==> src/rtl/spu_pkg.sv <==
// rtl/spu_pkg.sv - shared constants, slot record and latency helper for the SPU issue controller
package spu_pkg;

  localparam int REGBITS = 7;
  localparam int LATBITS = 3;

  localparam logic PIPE_EVEN = 1'b0;
  localparam logic PIPE_ODD  = 1'b1;

  localparam int LAT_FX = 2;
  localparam int LAT_LS = 6;

  typedef struct packed {
    logic               valid;
    logic               pipe;
    logic [REGBITS-1:0] rt;
    logic [LATBITS-1:0] cnt;
  } slot_t;

  // A zero latency is treated as a single-cycle operation.
  function automatic logic [LATBITS-1:0] eff_lat(input logic [LATBITS-1:0] lat);
    return (lat == '0) ? LATBITS'(1) : lat;
  endfunction

endpackage

==> src/rtl/spu_sb_slot.sv <==
// rtl/spu_sb_slot.sv - one scoreboard entry: load, countdown, write-back match and hazard compares
module spu_sb_slot
  import spu_pkg::*;
(
  input  logic               clk,
  input  logic               reset,
  input  logic               load,
  input  logic               load_pipe,
  input  logic [REGBITS-1:0] load_rt,
  input  logic [LATBITS-1:0] load_lat,
  input  logic [REGBITS-1:0] chk_ra,
  input  logic [REGBITS-1:0] chk_rb,
  input  logic [REGBITS-1:0] chk_rt,
  input  logic               chk_pipe,
  input  logic [LATBITS-1:0] chk_lat,
  output logic               valid,
  output logic               pipe,
  output logic [REGBITS-1:0] rt,
  output logic               wb,
  output logic               hit_ra,
  output logic               hit_rb,
  output logic               hit_rt,
  output logic               hit_port
);

  slot_t cur;
  logic  pending;

  always_ff @(posedge clk or negedge reset) begin
    if (!reset) begin
      cur <= '0;
    end else if (load) begin
      cur <= '{valid: 1'b1, pipe: load_pipe, rt: load_rt, cnt: eff_lat(load_lat)};
    end else if (cur.valid) begin
      if (cur.cnt == LATBITS'(1)) cur <= '0;
      else                         cur.cnt <= cur.cnt - 1'b1;
    end
  end

  // The final cycle writes through the register file, so it no longer blocks readers.
  assign pending  = cur.valid && (cur.cnt > LATBITS'(1));
  assign wb       = cur.valid && (cur.cnt == LATBITS'(1));
  assign hit_ra   = pending && (cur.rt == chk_ra);
  assign hit_rb   = pending && (cur.rt == chk_rb);
  assign hit_rt   = pending && (cur.rt == chk_rt);
  assign hit_port = cur.valid && (cur.pipe == chk_pipe) &&
                    ({1'b0, cur.cnt} == ({1'b0, eff_lat(chk_lat)} + (LATBITS+1)'(1)));

  assign valid = cur.valid;
  assign pipe  = cur.pipe;
  assign rt    = cur.rt;

endmodule

==> src/rtl/spu_issue_ctrl.sv <==
// rtl/spu_issue_ctrl.sv - single-issue SPU scheduler with slot scoreboard and per-pipe write-back
module spu_issue_ctrl
  import spu_pkg::PIPE_EVEN;
#(
  parameter int REGBITS = 7,
  parameter int LATBITS = 3,
  parameter int DEPTH   = 8,
  parameter int CNTBITS = 16
) (
  input  logic               clk,
  input  logic               reset,
  input  logic               in_valid,
  output logic               in_ready,
  input  logic               in_pipe,
  input  logic [REGBITS-1:0] in_ra,
  input  logic [REGBITS-1:0] in_rb,
  input  logic               in_use_ra,
  input  logic               in_use_rb,
  input  logic [REGBITS-1:0] in_rt,
  input  logic               in_wr_rt,
  input  logic [LATBITS-1:0] in_lat,
  input  logic [2:0]         in_cont,
  input  logic               flush,
  output logic               ep_issue,
  output logic               op_issue,
  output logic [REGBITS-1:0] iss_ra,
  output logic [REGBITS-1:0] iss_rb,
  output logic [REGBITS-1:0] iss_rt,
  output logic [2:0]         iss_cont,
  output logic               ep_wb_en,
  output logic               op_wb_en,
  output logic [REGBITS-1:0] ep_wb_rt,
  output logic [REGBITS-1:0] op_wb_rt,
  output logic               busy,
  output logic [CNTBITS-1:0] stall_cnt
);

  logic [DEPTH-1:0]   s_valid, s_pipe, s_wb;
  logic [DEPTH-1:0]   s_hit_ra, s_hit_rb, s_hit_rt, s_hit_port;
  logic [DEPTH-1:0]   s_load, free_oh;
  logic [REGBITS-1:0] s_rt [DEPTH];
  logic               found, hazard, accept;

  for (genvar i = 0; i < DEPTH; i++) begin : g_slot
    spu_sb_slot u_slot (
      .clk      (clk),
      .reset    (reset),
      .load     (s_load[i]),
      .load_pipe(in_pipe),
      .load_rt  (in_rt),
      .load_lat (in_lat),
      .chk_ra   (in_ra),
      .chk_rb   (in_rb),
      .chk_rt   (in_rt),
      .chk_pipe (in_pipe),
      .chk_lat  (in_lat),
      .valid    (s_valid[i]),
      .pipe     (s_pipe[i]),
      .rt       (s_rt[i]),
      .wb       (s_wb[i]),
      .hit_ra   (s_hit_ra[i]),
      .hit_rb   (s_hit_rb[i]),
      .hit_rt   (s_hit_rt[i]),
      .hit_port (s_hit_port[i])
    );
  end

  // Lowest-index free slot; a slot in its write-back cycle is still occupied.
  always_comb begin
    free_oh = '0;
    found   = 1'b0;
    for (int i = 0; i < DEPTH; i++) begin
      if (!s_valid[i] && !found) begin
        free_oh[i] = 1'b1;
        found      = 1'b1;
      end
    end
  end

  assign hazard = (in_use_ra && |s_hit_ra) ||
                  (in_use_rb && |s_hit_rb) ||
                  (in_wr_rt && (|s_hit_rt || |s_hit_port || !found));
  assign in_ready = !flush && !hazard;
  assign accept   = in_valid && in_ready;
  assign s_load   = (accept && in_wr_rt) ? free_oh : '0;
  assign busy     = |s_valid;

  always_comb begin
    ep_wb_en = 1'b0;
    op_wb_en = 1'b0;
    ep_wb_rt = '0;
    op_wb_rt = '0;
    for (int i = 0; i < DEPTH; i++) begin
      if (s_wb[i]) begin
        if (s_pipe[i] == PIPE_EVEN) begin
          ep_wb_en = 1'b1;
          ep_wb_rt = ep_wb_rt | s_rt[i];
        end else begin
          op_wb_en = 1'b1;
          op_wb_rt = op_wb_rt | s_rt[i];
        end
      end
    end
  end

  always_ff @(posedge clk or negedge reset) begin
    if (!reset) begin
      ep_issue <= 1'b0;
      op_issue <= 1'b0;
      iss_ra   <= '0;
      iss_rb   <= '0;
      iss_rt   <= '0;
      iss_cont <= '0;
    end else begin
      ep_issue <= accept && (in_pipe == PIPE_EVEN);
      op_issue <= accept && (in_pipe != PIPE_EVEN);
      if (accept) begin
        iss_ra   <= in_ra;
        iss_rb   <= in_rb;
        iss_rt   <= in_rt;
        iss_cont <= in_cont;
      end
    end
  end

  always_ff @(posedge clk or negedge reset) begin
    if (!reset)                                          stall_cnt <= '0;
    else if (in_valid && !in_ready && (stall_cnt != '1)) stall_cnt <= stall_cnt + 1'b1;
  end

endmodule

==> config.mk <==
export PLATFORM = sky130hd
export DESIGN_NAME = spu_issue_ctrl
export DESIGN_NICKNAME = d
export VERILOG_FILES = /design/src/rtl/spu_pkg.sv /design/src/rtl/spu_sb_slot.sv /design/src/rtl/spu_issue_ctrl.sv
export SDC_FILE = /design/constraint.sdc
export NUM_CORES = 1
export LEC_CHECK = 0
export ABC_AREA = 1
export CORE_MARGIN = 1.5
export CORE_UTILIZATION = 60
export CTS_BUF_LIST = sky130_fd_sc_hd__clkbuf_8
export DETAILED_ROUTE_END_ITERATION = 6
export GPL_TIMING_DRIVEN = 0
export MAX_ROUTING_LAYER = met4
export PLACE_DENSITY = 0.91
export SYNTH_ARGS = -nofsm -noshare
export SYNTH_HDL_FRONTEND = slang
export SYNTH_SLANG_ARGS = --single-unit
==> constraint.sdc <==
create_clock -name clk -period 4.2 [get_ports clk]
set_input_delay 1.05 -clock clk [delete_from_list [all_inputs] [get_ports clk]]
set_output_delay 1.05 -clock clk [all_outputs]
set_load 0.05 [all_outputs]
# Word level (Yosys, flattened, before mapping)
# Index checks and enable logic that the tools add are counted.
[totals]
output_inout_bits = 60
input_bits = 35
reg_bits = 138
[classes]
addsub = 10
n_eq_ne = 49
n_reduce_logical = 124
mux = 113
n_bitwise = 15
n_lt_le_gt_ge = 8
[ops]
columns = ["op", "n"]
rows = [
  ["2-to-1 mux 7 bit", 32],
  ["2-to-1 mux 12 bit", 16],
  ["== test 7 bit", 24],
  ["OR 7 bit", 14],
  ["logical AND 1 bit", 73],
  ["2-to-1 mux 9 bit", 8],
  ["2-to-1 mux 1 bit", 47],
  ["OR reduction 8 bit", 5],
  ["== test 3 x 4 -> 1 bit", 8],
  ["nonzero test 2 bit", 16],
  ["2-to-1 mux 3 bit", 9],
  ["== test 3 x 1 -> 1 bit (second input constant)", 8],
  ["> comparator 3 x 1 -> 1 bit (second input constant)", 8],
  ["subtractor 3 x 1 -> 3 bit (second input constant)", 8],
  ["zero test 1 bit", 17],
  ["adder 16 x 1 -> 16 bit (second input constant)", 1],
  ["!= test 16 bit (second input constant)", 1],
  ["AND reduction 2 bit", 8],
  ["== test 1 bit", 8],
  ["2-to-1 mux 8 bit", 1],
  ["adder 3 x 1 -> 4 bit (second input constant)", 1],
  ["logical OR 1 bit", 4],
  ["zero test 3 bit", 1],
  ["inverter 1 bit", 1],
]

# Longest topological paths before layout
# Gate-level depths: netlist of run 1.
[logic_depth]
depth_word = 32
ltp_mapped = 24
ltp_nobuf = 22

# Modules after synthesis
# A second synthesis of run 1 with hierarchy kept.
[unflattened]
hier_cells = 1617
area_unflattened_um2 = 11178.2
[modules_own_cells]
columns = ["mod", "cells_per_inst", "area_per_inst_um2", "n_inst"]
rows = [
  ["spu_sb_slot at g_slot[1].u_slot ...", 142, 996.0, 7],
  ["spu_issue_ctrl", 480, 3206.8, 1],
  ["spu_sb_slot at g_slot[0].u_slot", 143, 999.7, 1],
]

# Least setup slack after synthesis of run 1
# OpenSTA, ideal clock, no wires.
[synth_timing]
kind = "input port to output port"
startpoint = "input in_lat[1]"
endpoint = "output in_ready"
path_buffers = 3
path_stages = 16
setup_slack_ns = 0.163
required_time_ns = 3.150
arrival_ns = 2.987
path_cell_list = "buf_6 -> inv_4 -> nand2_4 -> nand2_8 -> buf_12 -> ha_1 -> clkbuf_2 -> xor2_1 -> nor2_1 -> nand3_1 -> nand2_1 -> nor2_1 -> nand2_1 -> nor2_1 -> nor2_1 -> nor2_4"
[synth_via]
elab_chain_len = 12
word_cells_on_any_way = 26
classes_between = "1 x add/sub; 8 x eq/ne; 1 x mux; 16 x reduce/logical"
[synth_lines]
columns = ["item", "line", "text"]
rows = [
  ["from (decl)", "spu_issue_ctrl.sv:21", "input logic [LATBITS-1:0] in_lat,"],
  ["zero test 3 bit", "spu_pkg.sv:22", "return (lat == '0) ? LATBITS'(1) : lat;"],
  ["2-to-1 mux 3 bit *", "spu_pkg.sv:22", ""],
  ["adder 3 x 1 -> 4 bit *", "spu_sb_slot.sv:47", "({1'b0, cur.cnt} == ({1'b0, eff_lat(chk_lat)} + (LATBITS+1)'(1)));"],
  ["== test 3 x 4 -> 1 bit", "spu_sb_slot.sv:47", ""],
  ["logical AND 1 bit", "spu_sb_slot.sv:46", "assign hit_port = cur.valid && (cur.pipe == chk_pipe) &&"],
  ["OR reduction 8 bit *", "spu_issue_ctrl.sv:82", "(in_wr_rt && (|s_hit_rt || |s_hit_port || !found));"],
  ["logical OR 1 bit * (2 in series)", "spu_issue_ctrl.sv:82", ""],
  ["logical AND 1 bit *", "spu_issue_ctrl.sv:82", ""],
  ["logical OR 1 bit *", "spu_issue_ctrl.sv:81", "(in_use_rb && |s_hit_rb) ||"],
  ["zero test 1 bit *", "spu_issue_ctrl.sv:83", "assign in_ready = !flush && !hazard;"],
  ["logical AND 1 bit *", "spu_issue_ctrl.sv:83", ""],
  ["to (decl)", "spu_issue_ctrl.sv:13", "output logic in_ready,"],
]
# Mark *: on every way between the ends. The rest lies on a longest branch, timed or not.

# Worst setup path in the final report of run 1
# Same ends and word-level chain as after synthesis.

==> flow_summary.yaml, run 1 <==
timing:
  setup_viol: 2
  clock_skew_ns: 0.01215
  slew-limit-headroom_pct: 22.45
  finalHoldViolations: 0
  worst_slew_pin_slew_ns: 1.153
  fin_ws_ns: -0.1125
  max_freq_mhz: 231.9
  tns_ns: -0.1712
  rsz0062_at_grt: "yes"
  finalCriticalPeriod_ns: 4.313
  slew_violations: 0
  post-route-period-util_pct: 102.7
clock_network:
  clock_sinks: 138
  clockBufferDepth: 2
  cts_root_buf: "clkbuf_8"
  cts_inserted_buffers: 17
  clk_latency_ns: 0.48
  h-tree-depth: 4
  clk_pin_slew_ns: 0.09
  tritoncts: "built"
synthesis:
  synth_area_mm2: 0.01031
  synth_ff_type: "dfrtp_1"
  ys_types: 44
  synth.avg_cell_area_um2: 7.085
  syn_nets: 1508
  synthDominantCellAreaShare_pct: 33.50
  synth_top_area_cell: "dfrtp_1"
  synth_seq_cells: 138
  async_reset_ff_share_pct: 100.0
  ys_warn_count: 0
  synth.most_common_cell: "nand2_1"
  ys_seq_area_share_pct: 33.50
  yosys-top-cells-area: "dfrtp_1 (33%), nand2_1 (14%), xnor2_1 (9.7%), nand3_1 (9.4%), xor2_1 (5.3%)"
  synthCells: 1455
  synth_edf_count: 0
  synth_common_cells: "nand2_1 (373), nand3_1 (194), dfrtp_1 (138)"
placement:
  dp_hpwl_um: 26770
  dp_cells: 1745
  gp_congestion: 1.008
  io_buffers: 69
final_layout:
  layout.nets: 1603
  diodes: 0
  syn2layout_area_growth_pct: 15.73
  finalNonFillerCells: 1783
  drive_gt1_share_pct: 11.64
global_route:
  grt_pass1_wl_um: 55650
  grt_max_degree: 76
  grt-ovfl-total: 0
  antenna_found_initial: 0
  grt_pass1_vias: 10082
  gr-usage-all-layers_pct: 41.83
setup_path:
  r2r_end: "g_slot[5].u_slot.pipe"
  crit_fanout: 10
  end_kind: "output port"
  cp_data_arrival_time_ns: 3.26
  reg2reg_depth: 18
  path_cells: "buf_6 > inv_4 > nand2_8 > nand2_8 > buf_12 > ha_2 > buf_8 > xor2_1 > nor2_1 > nand3_1 > nand2_1 > nor2_1 > nand2_2 > nor2_1 > nor2_1 > nor2_4 > buf_6"
  cp_num_buf_inv: 5
  start_kind: "primary input"
  r2r_slack_ns: 0.97
  path_class: "in2out"
  cpMaxStageDelayCell: "ha_2"
  crit_family: "simple AND/OR/NAND/NOR gates"
  r2r-start: "g_slot[4].u_slot.valid"
  crit_top_cell: "nor2_1"
  required_ns: 3.15
  max_stage_delay_ns: 0.33
min_path:
  whs_endpoint: "iss_rb[1]"
  hold_depth: 2
  hp-start: "iss_rb[1]"
  min_path_type: "reg2reg"
routing:
  vias: 10636
  wl_um: 36160
  viasPerCell: 5.965
  drt_iter0_markers: 1108
  wl_met2_um: 16870
  top_layer_used: "met4"
  drt-met1-wl_um: 13820
  postRouteAntennaNets: 0
  drcViolationCount: 0
  wl_met3_um: 3692
  wire_per_inst_um: 20.28
  first_pass_iters: 6
power:
  p_comb_share_pct: 43.7
  p_leak_nw: 5.505
  seq_power_share_pct: 33.3
  p_sw_share_pct: 44.27
  p_sw_w: 0.002417
  peakVddDrop_v: 0.0004397
  pwr-share-clk_pct: 23.0
  p_int_w: 0.003042
  powerDensity_mw_per_mm2: 457.5
die:
  dieArea_mm2: 0.01798
  placementRows: 47
  core_area_mm2: 0.01670
  num_io_pins: 95
  start_util_pct: 61.72
  fp.dieW_um: 134.1
  dieHeight_um: 134.1
job:
  drv_cap: 0
outcome:
  violations: "negative setup slack"
  status: "complete, but fails checks"
-- power by group through the flow --
stage | registers [W] | logic [W] | clock network [W]
2_1_floorplan | 0.00212 | 0.00131 | 0
5_1_grt | 0.00185 | 0.00257 | 0.00130
6_report | 0.00182 | 0.00238 | 0.00125
4_1_cts | 0.00181 | 0.00233 | 0.00125
3_3_place_gp | 0.00182 | 0.00225 | 0
3_5_place_dp | 0.00183 | 0.00231 | 0
-- cell type report --
class	instances	area (um2)
inverters	136	530.5
clock buffers	18	247.7
plain buffers	100	509.2
clock inverters	14	193.9
repair buffers	76	716.9
well taps	220	275.3
multi-input cells	1081	6003
fillers	1392	4771
flip-flops and latches	138	3453
-- state kept, by name (all words and copies together) (netlist names), 7 cells and up --
name and flops:
stall_cnt 16, g_slot.u_slot.pipe 8, g_slot.u_slot.valid 8, iss_rb 7
g_slot.u_slot.rt 56, iss_rt 7, g_slot.u_slot.cur 24, iss_ra 7
-- worst register-to-register path, stage by stage (launching register included) --
cell and delay [ns]:
dfrtp_1 0.45, inv_1 0.16, a21oi_1 0.44, inv_1 0.08, nor3_1 0.18, nand2_1 0.14, nand2_1 0.12, nor2_1 0.05
nand2_1 0.15, nor2_1 0.08, nor2_1 0.20, nor2_4 0.07, buf_4 0.13, buf_4 0.12, buf_4 0.17, nand4_1 0.10
buf_2 0.29, nand3_1 0.12, o21ai_1 0.10
-- layout by cell type (no fill, tap or decap), types with 8 or more instances in the layout --
cell | netlist | layout
nand2_1 | 373 | 366
nand3_1 | 194 | 194
dfrtp_1 | 138 | 138
xnor2_1 | 114 | 114
inv_1 | 112 | 113
nor2_1 | 123 | 106
xor2_1 | 62 | 60
o21ai_1 | 60 | 60
clkdlybuf4s50_1 | 0 | 49
buf_2 | 44 | 44
clkbuf_1 | 37 | 37
clkbuf_2 | 9 | 20
o21ai_0 | 20 | 20
clkbuf_8 | 0 | 18
a221oi_1 | 17 | 17
ha_1 | 18 | 17
nor2_4 | 2 | 15
a21oi_1 | 15 | 15
nand4_1 | 15 | 15
nor4_1 | 12 | 12
buf_4 | 5 | 11
nor3_1 | 11 | 11
inv_2 | 12 | 10
o22ai_1 | 8 | 8
nand2_2 | 3 | 8
-- worst max path at each step --
stage                         endpoint  depth (start not counted)  slack (ns)      start
2_1_floorplan                 in_ready                         16        0.16  in_lat[1]
3_3_place_gp   g_slot[3].u_slot.cur[1]                          1       -3.47      reset
5_1_grt                       in_ready                         17       -0.18  in_lat[1]
6_report                      in_ready                         17       -0.11  in_lat[1]
3_5_place_dp                  in_ready                         17       -1.41  in_lat[2]
4_1_cts                       in_ready                         16       -0.26  in_lat[0]
-- routing by layer --
| layer | global-route usage (%) | up-vias |
|---|---|---|
| met5 | - | - |
| met4 | 21.03 | 0 |
| met3 | 6.085 | 128 |
| met2 | 65.64 | 694 |
| met1 | 53.13 | 4973 |
| li1 | - | 4841 |
-- cells by family (layout without fill, tap and decap cells) --
kind of cell,count (synthesis),in the layout,synth area share (%)
AND/OR/NAND/NOR,749,749,31.59
buffers and inverters,236,344,9.831
XOR/XNOR,176,176,14.95
AO/OA/AOI/OAI,138,138,7.938
flip-flops,138,138,33.50
adder cells (fa/ha/maj),18,18,2.185
-- timing repair --
action	in CTS	in global routing
endpoints found under the setup margin	17	17
pin swaps	4	1
gates cloned	0	0
resized for setup	64	44
setup buffers	4	2
hold buffers	0	0
endpoints found under the hold margin	0	0
-- through the flow --
stage	instance area, um2	utilization [%]	setup WS [ns]	hold slack [ns]	power (W)
6_report	11930	71.43	-0.1125	0.4871	0.005458
2_1_floorplan	10310	-	0.1626	0.5128	0.003428
5_1_grt	11930	71.43	-0.1816	0.5020	0.005720
4_1_cts	11870	71.08	-0.2631	0.4874	0.005389
3_5_place_dp	11300	67.68	-1.414	0.4651	0.004140
3_3_place_gp	11270	67.51	-3.474	0.4633	0.004074
(Power assumes the default switching activity.)
==> inputs of run 2 (changes only) <==
--- a/config.mk
+++ b/config.mk
@@ -6,7 +6,6 @@
 export NUM_CORES = 1
 export LEC_CHECK = 0
 export ABC_AREA = 1
-export CORE_MARGIN = 1.5
 export CORE_UTILIZATION = 60
 export CTS_BUF_LIST = sky130_fd_sc_hd__clkbuf_8
 export DETAILED_ROUTE_END_ITERATION = 6
==> run 2 against run 1 <==
  * The run still ends with negative setup slack left
  * Sequential power barely moved
  * Largest power group unchanged
  * Wire length fell by 1.2%
  * Critical endpoint unchanged
  * Register-to-register slack improved by 0.08 ns
  * Setup slack got worse by 0.019 ns
==> flow_summary.yaml, run 2 (synthesized netlist as in run 1, its figures left out) <==
setup_path:
  crit_fanout: 10
  setup.worst_path.start: "in_lat[2]"
  crit_end: "in_ready"
  end_kind: "output port"
  cp_data_arrival_time_ns: 3.28
  r2r-start: "g_slot[5].u_slot.cur[1]"
  start_kind: "primary input"
  reg2reg_depth: 20
  required_ns: 3.15
  r2r_slack_ns: 1.05
  path_class: "in2out"
  r2r_end: "g_slot[4].u_slot.rt[0]"
die:
  dieHeight_um: 133.1
  num_io_pins: 95
  start_util_pct: 61.72
  dieArea_mm2: 0.01771
  fp.dieW_um: 133.1
  placementRows: 47
  core_area_mm2: 0.01670
placement:
  io_buffers: 69
  dp_cells: 1745
  dp_hpwl_um: 26320
  gp_congestion: 1.051
clock_network:
  cts_root_buf: "clkbuf_8"
  clock_sinks: 138
  h-tree-depth: 4
  cts_inserted_buffers: 17
  clk_latency_ns: 0.48
  clockBufferDepth: 2
  tritoncts: "built"
  clk_pin_slew_ns: 0.09
  ctsHoldBuffers: 0
outcome:
  violations: "negative setup slack"
  status: "complete, but fails checks"
final_layout:
  finalNonFillerCells: 1785
  largest_reg_flops: 56
  layout.nets: 1605
  mostFrequentLayoutCells: "nand2_1 (366), nand3_1 (194), dfrtp_1 (138)"
  diodes: 0
  layout_commonest_cell: "nand2_1"
  drive_gt1_share_pct: 11.69
  syn2layout_area_growth_pct: 15.58
  fill_cells: 1404
routing:
  wl_um: 35740
  postRouteAntennaNets: 0
  drt_iter0_markers: 1267
  wire_per_inst_um: 20.02
  viasPerCell: 6.022
  first_pass_iters: 6
  drcViolationCount: 0
  vias: 10749
timing:
  fin_ws_ns: -0.1314
  worst_slew_pin_slew_ns: 1.281
  rsz0062_at_grt: "yes"
  finalCriticalPeriod_ns: 4.331
  clock_skew_ns: 0.01750
  post-route-period-util_pct: 103.1
  setup_viol: 1
  slew_violations: 0
  finalHoldViolations: 0
  slew-limit-headroom_pct: 13.79
  max_freq_mhz: 230.9
  tns_ns: -0.1314
power:
  peakVddDrop_v: 0.0004794
  powerDensity_mw_per_mm2: 448.2
  p_leak_nw: 5.472
global_route:
  grt-ovfl-total: 0
  grt_pass1_wl_um: 55050
  grt_max_degree: 82
  gr-usage-all-layers_pct: 41.95
  grt_pass1_vias: 10256
  antenna_found_initial: 0
job:
  drv_cap: 0
min_path:
  min_path_type: "reg2reg"
  hold_depth: 2
-- run 2: cell count changes in the layout (fill, tap and decap cells not counted), moves of 2 or more --
cell and change:
dlygate4sd2_1 +5, clkbuf_2 -4, clkinv_4 +3, dlymetal6s2s_1 -3
nor2_2 +3, buf_4 +2, bufinv_16 -2, clkdlybuf4s15_2 +2
clkinv_2 -2, inv_6 +2, nor2_1 -2
-- run 2: how the worst min path moves through the flow --
stage	startpoint	end	slack, ns
floorplan	g_slot[0].u_slot.pipe	g_slot[0].u_slot.pipe	0.51
global placement	iss_ra[0]	iss_ra[0]	0.46
detailed placement	iss_rb[4]	iss_rb[4]	0.47
CTS	iss_rb[4]	iss_rb[4]	0.49
global route	iss_rb[4]	iss_rb[4]	0.51
finish	iss_rb[4]	iss_rb[4]	0.49
-- run 2: final cells by class --
class	instances	area, um2	area share, %
Buffer	100	514.2	4.316
Clock buffer	17	234.0	1.964
Clock inverter	15	162.7	1.365
Inverter	136	533.0	4.473
Multi-Input combinational cell	1081	6002	50.37
Sequential cell	138	3453	28.98
Tap cell	220	275.3	2.310
Timing Repair Buffer	78	740.7	6.217
-- run 2: stage by stage --
step / utilization, % / hold WS [ns] / area, um2 / setup slack (ns) / power, W
after floorplan: - / 0.5128 / 10310 / 0.1626 / 0.003428
after global placement: 67.51 / 0.4629 / 11270 / -3.559 / 0.004048
after detailed placement: 67.68 / 0.4668 / 11300 / -1.419 / 0.004117
after CTS: 70.74 / 0.4901 / 11820 / -0.1302 / 0.005253
after global routing: 71.34 / 0.5107 / 11920 / -0.2379 / 0.005609
final: 71.34 / 0.4861 / 11920 / -0.1314 / 0.005341
-- run 2: worst max-delay path: stages --
cell and delay (ns):
clkdlybuf4s15_2 0.22, clkinv_4 0.08, nand2_8 0.09, nand2_8 0.08, buf_12 0.16, ha_2 0.34
buf_12 0.14, xor2_2 0.13, nor2_1 0.06, nand3_1 0.11, nand2_1 0.09, nor2_2 0.12
nand2_2 0.10, nor2_2 0.11, nor2_1 0.08, nor2_4 0.14, buf_6 0.17
-- run 2: timing repair --
action | CTS | global route
setup buffers | 3 | 5
cloned | 0 | 0
setup endpoints to repair | 17 | 16
pin swaps | 6 | 3
gates resized for setup | 68 | 39
-- run 2: layer usage --
metal	GRT usage (%)	vias to the layer above	share of wire, %	routed length (um)
met5	-	-	0	0
met4	22.22	0	5.4	1922
met1	51.63	4948	38	13430
met2	65.71	778	47	16620
met3	7.471	174	11	3764
li1	-	4849	-	-
-- run 2: power breakdown --
part	total [W]	internal, W	switching [W]
Sequential	0.00182	0.00158	0.000237
Combinational	0.00238	0.000801	0.00158
Clock	0.00114	0.000537	0.000605
Total	0.00534	0.00292	0.00242
==> inputs of run 3 (changes only) <==
--- a/config.mk
+++ b/config.mk
@@ -5,13 +5,12 @@
 export SDC_FILE = /design/constraint.sdc
 export NUM_CORES = 1
 export LEC_CHECK = 0
-export ABC_AREA = 1
-export CORE_UTILIZATION = 60
+export CORE_UTILIZATION = 40
 export CTS_BUF_LIST = sky130_fd_sc_hd__clkbuf_8
 export DETAILED_ROUTE_END_ITERATION = 6
 export GPL_TIMING_DRIVEN = 0
 export MAX_ROUTING_LAYER = met4
-export PLACE_DENSITY = 0.91
+export PLACE_DENSITY = 0.67
 export SYNTH_ARGS = -nofsm -noshare
 export SYNTH_HDL_FRONTEND = slang
 export SYNTH_SLANG_ARGS = --single-unit
==> run 3 against run 2 <==
  * The run still ends with negative setup slack left
  * Sequential share of layout area decreased by 1.5 points
  * Wire length decreased by 0.47%
  * Cell count decreased by 10%
  * Register-to-register slack got worse by 1.3 ns
  * Synthesized cell count decreased by 23%
  * Clock-buffer cell count increased by 3
  * Combinational power increased by 18%
  * Hold slack improved by 0.0041 ns
  * Design area increased by 5.5%
  * Fmax decreased by 11%
  * Global-route usage decreased by 14 points
  * Largest cell class unchanged
  * Largest power group unchanged
  * Highest routed layer unchanged
==> flow_summary.yaml, run 3 <==
timing:
  finalCriticalPeriod_ns: 4.865
  rsz0062_at_grt: "yes"
  clock_skew_ns: 0.02671
  max_freq_mhz: 205.6
  post-route-period-util_pct: 115.8
  setup_viol: 34
  slew-limit-headroom_pct: 27.76
  finalHoldViolations: 0
  slew_violations: 0
  fin_ws_ns: -0.6646
  worst_slew_pin_slew_ns: 1.070
synthesis:
  async_reset_ff_share_pct: 100.0
  synth_common_cells: "dfrtp_1 (138), xor2_1 (111), xnor2_1 (104)"
  ys_types: 59
  syn_nets: 1179
  synth_seq_cells: 138
  synth_top_area_cell: "dfrtp_1"
  synthCells: 1126
  synth_area_mm2: 0.01011
  ys_seq_area_share_pct: 34.14
  yosys-top-cells-area: "dfrtp_1 (34%), xor2_1 (9.6%), xnor2_1 (9.0%), mux2i_1 (6.9%), nand2_1 (3.8%)"
  synth_ff_type: "dfrtp_1"
  synth.most_common_cell: "dfrtp_1"
  synth.avg_cell_area_um2: 8.983
  synthDominantCellAreaShare_pct: 34.14
  synth_edf_count: 0
  ys_warn_count: 0
global_route:
  gr-usage-all-layers_pct: 28.36
  grt_pass1_vias: 9009
  grt_max_degree: 88
  grt-ovfl-total: 0
  antenna_found_initial: 0
  grt_pass1_wl_um: 54190
setup_path:
  crit_fanout: 5
  crit_family: "simple AND/OR/NAND/NOR gates"
  max_stage_delay_ns: 0.55
  cp_num_buf_inv: 8
  required_ns: 3.15
  start_kind: "primary input"
  cp_data_arrival_time_ns: 3.81
  crit_top_cell: "buf_8"
  end_kind: "output port"
  path_class: "in2out"
  path_cells: "buf_8 > buf_8 > clkbuf_16 > nor2_4 > nor2_4 > inv_4 > ha_4 > buf_12 > buf_8 > xnor2_4 > nand2b_4 > a211oi_2 > or4_4 > nor4_4 > o21ai_2 > a21oi_4 > buf_8 > buf_8"
  cpMaxStageDelayCell: "or4_4"
clock_network:
  clk_latency_ns: 0.48
  clock_sinks: 138
  h-tree-depth: 4
  clockBufferDepth: 2
  clk_pin_slew_ns: 0.08
  ctsHoldBuffers: 0
  tritoncts: "built"
  cts_inserted_buffers: 17
  cts_root_buf: "clkbuf_8"
final_layout:
  fill_cells: 2297
  largest_reg_flops: 56
  mostFrequentLayoutCells: "dfrtp_1 (138), xor2_1 (111), nand2_1 (102)"
  diodes: 0
  drive_gt1_share_pct: 14.99
  layout.nets: 1314
  layout_commonest_cell: "dfrtp_1"
  syn2layout_area_growth_pct: 24.22
  multi_input_area_mm2: 0.006316
  finalNonFillerCells: 1598
  seqCellArea_mm2: 0.003453
die:
  placementRows: 57
  start_util_pct: 41.23
  fp.dieW_um: 161.0
  dieHeight_um: 161.0
  dieArea_mm2: 0.02593
  core_area_mm2: 0.02453
  num_io_pins: 95
power:
  seq_power_share_pct: 32.2
  p_sw_w: 0.002498
  pwr-share-clk_pct: 19.5
  powerDensity_mw_per_mm2: 462.9
  p_sw_share_pct: 42.96
  p_comb_share_pct: 48.4
  p_int_w: 0.003318
  p_leak_nw: 5.352
  peakVddDrop_v: 0.0004811
placement:
  gp_congestion: 1.029
  dp_cells: 1523
  dp_hpwl_um: 25080
  post-place-ws_ns: -2.603
  io_buffers: 72
job:
  drv_cap: 0
routing:
  vias: 9261
  wire_per_inst_um: 22.26
  wl_um: 35570
  first_pass_iters: 5
  drcViolationCount: 0
  postRouteAntennaNets: 0
  drt_iter0_markers: 1046
  viasPerCell: 5.795
min_path:
  min_path_type: "reg2reg"
outcome:
  status: "complete, but fails checks"
  violations: "negative setup slack"
[run 3: changes by cell type after synthesis, moves of 20 or more]
| cell | before | now |
|---|---|---|
| nand2_1 | 373 | 103 |
| nor2_1 | 123 | 24 |
| nand3_1 | 194 | 45 |
| a22oi_1 | 7 | 48 |
| nor4_1 | 12 | 32 |
| mux2_1 | 0 | 27 |
| mux2i_1 | 0 | 70 |
| inv_1 | 112 | 34 |
| o21ai_1 | 60 | 39 |
| xor2_1 | 62 | 111 |
| clkbuf_1 | 37 | 87 |
[run 3: final cells by class]
cell class,count,area share (%)
multi-input combinational,822,50.27
sequential,138,27.48
timing repair buffer,119,9.201
buffer,129,5.596
tap,324,3.226
clock buffer,20,2.191
inverter,34,1.036
clock inverter,12,0.9958
[run 3: final timing paths]
kind	start	end	slack (ns)	depth (start not counted)
worst max register to register	g_slot[4].u_slot.valid	iss_rb[1]	-0.20	22
worst min register to register	stall_cnt[12]	stall_cnt[12]	0.49	1
worst min-delay path	stall_cnt[12]	stall_cnt[12]	0.49	1
max in group asynchronous	reset	g_slot[6].u_slot.cur[2]	2.84	2
min in group asynchronous	reset	iss_rt[2]	0.52	1
worst max-delay path	in_lat[2]	in_ready	-0.66	18
[run 3: worst reg2reg max path: stages (launching register included)]
cell and delay, ns:
dfrtp_1 0.35, clkbuf_1 0.33, inv_1 0.24, nor3_1 0.56, and2_1 0.32, a221oi_1 0.14
and3_1 0.30, o21ai_2 0.10, a21oi_4 0.10, buf_4 0.17, buf_6 0.11, buf_6 0.10
buf_6 0.10, buf_6 0.10, buf_6 0.10, buf_6 0.10, buf_6 0.10, buf_6 0.10
buf_6 0.12, and2_4 0.14, buf_12 0.14, clkbuf_16 0.17, mux2_4 0.30
[run 3: kinds of logic after synthesis]
group | after synthesis | synth area share [%]
buf+inv | 166 | 6.853
compound gates | 164 | 11.21
flops | 138 | 34.14
mux | 99 | 10.16
simple gates | 326 | 16.80
xor+xnor | 215 | 18.62
fa+ha+maj | 18 | 2.227
[run 3: metrics by stage]
| stage | hold WS (ns) | TNS, ns | area, um2 | utilization (%) | power [W] |
|---|---|---|---|---|---|
| 6_report | 0.4902 | -18.82 | 12560 | 51.21 | 0.005816 |
| 5_1_grt | 0.5065 | -24.17 | 12560 | 51.21 | 0.006132 |
| 4_1_cts | 0.4944 | -0.6477 | 12170 | 49.59 | 0.005695 |
| 3_5_place_dp | 0.4748 | -167.59 | 11520 | 46.94 | 0.004505 |
| 3_3_place_gp | 0.4807 | -681.85 | 11480 | 46.80 | 0.004443 |
| 2_1_floorplan | 0.5135 | -7.280 | 10360 | - | 0.003770 |
[run 3: what timing repair did]
item | CTS | global route
endpoints found under the setup margin | 155 | 99
gates resized for setup | 67 | 66
pin swaps | 12 | 9
setup buffers | 19 | 24
gates cloned | 0 | 3
[run 3: per-layer routing]
| layer | vias up | share of wire [%] | global-route usage (%) |
|---|---|---|---|
| met5 | - | 0 | - |
| met4 | 0 | 4.0 | 12.14 |
| met2 | 420 | 46 | 43.16 |
| li1 | 4166 | - | - |
| met1 | 4588 | 43 | 36.93 |
| met3 | 87 | 7.3 | 5.213 |
[run 3: power by group through the flow]
| stage | combinational [W] | sequential (W) | clock [W] |
|---|---|---|---|
| after floorplan | 0.00166 | 0.00211 | 0 |
| after global placement | 0.00258 | 0.00187 | 0 |
| after detailed placement | 0.00263 | 0.00187 | 0 |
| after CTS | 0.00269 | 0.00186 | 0.00114 |
| after global routing | 0.00304 | 0.00191 | 0.00118 |
| final | 0.00281 | 0.00187 | 0.00113 |
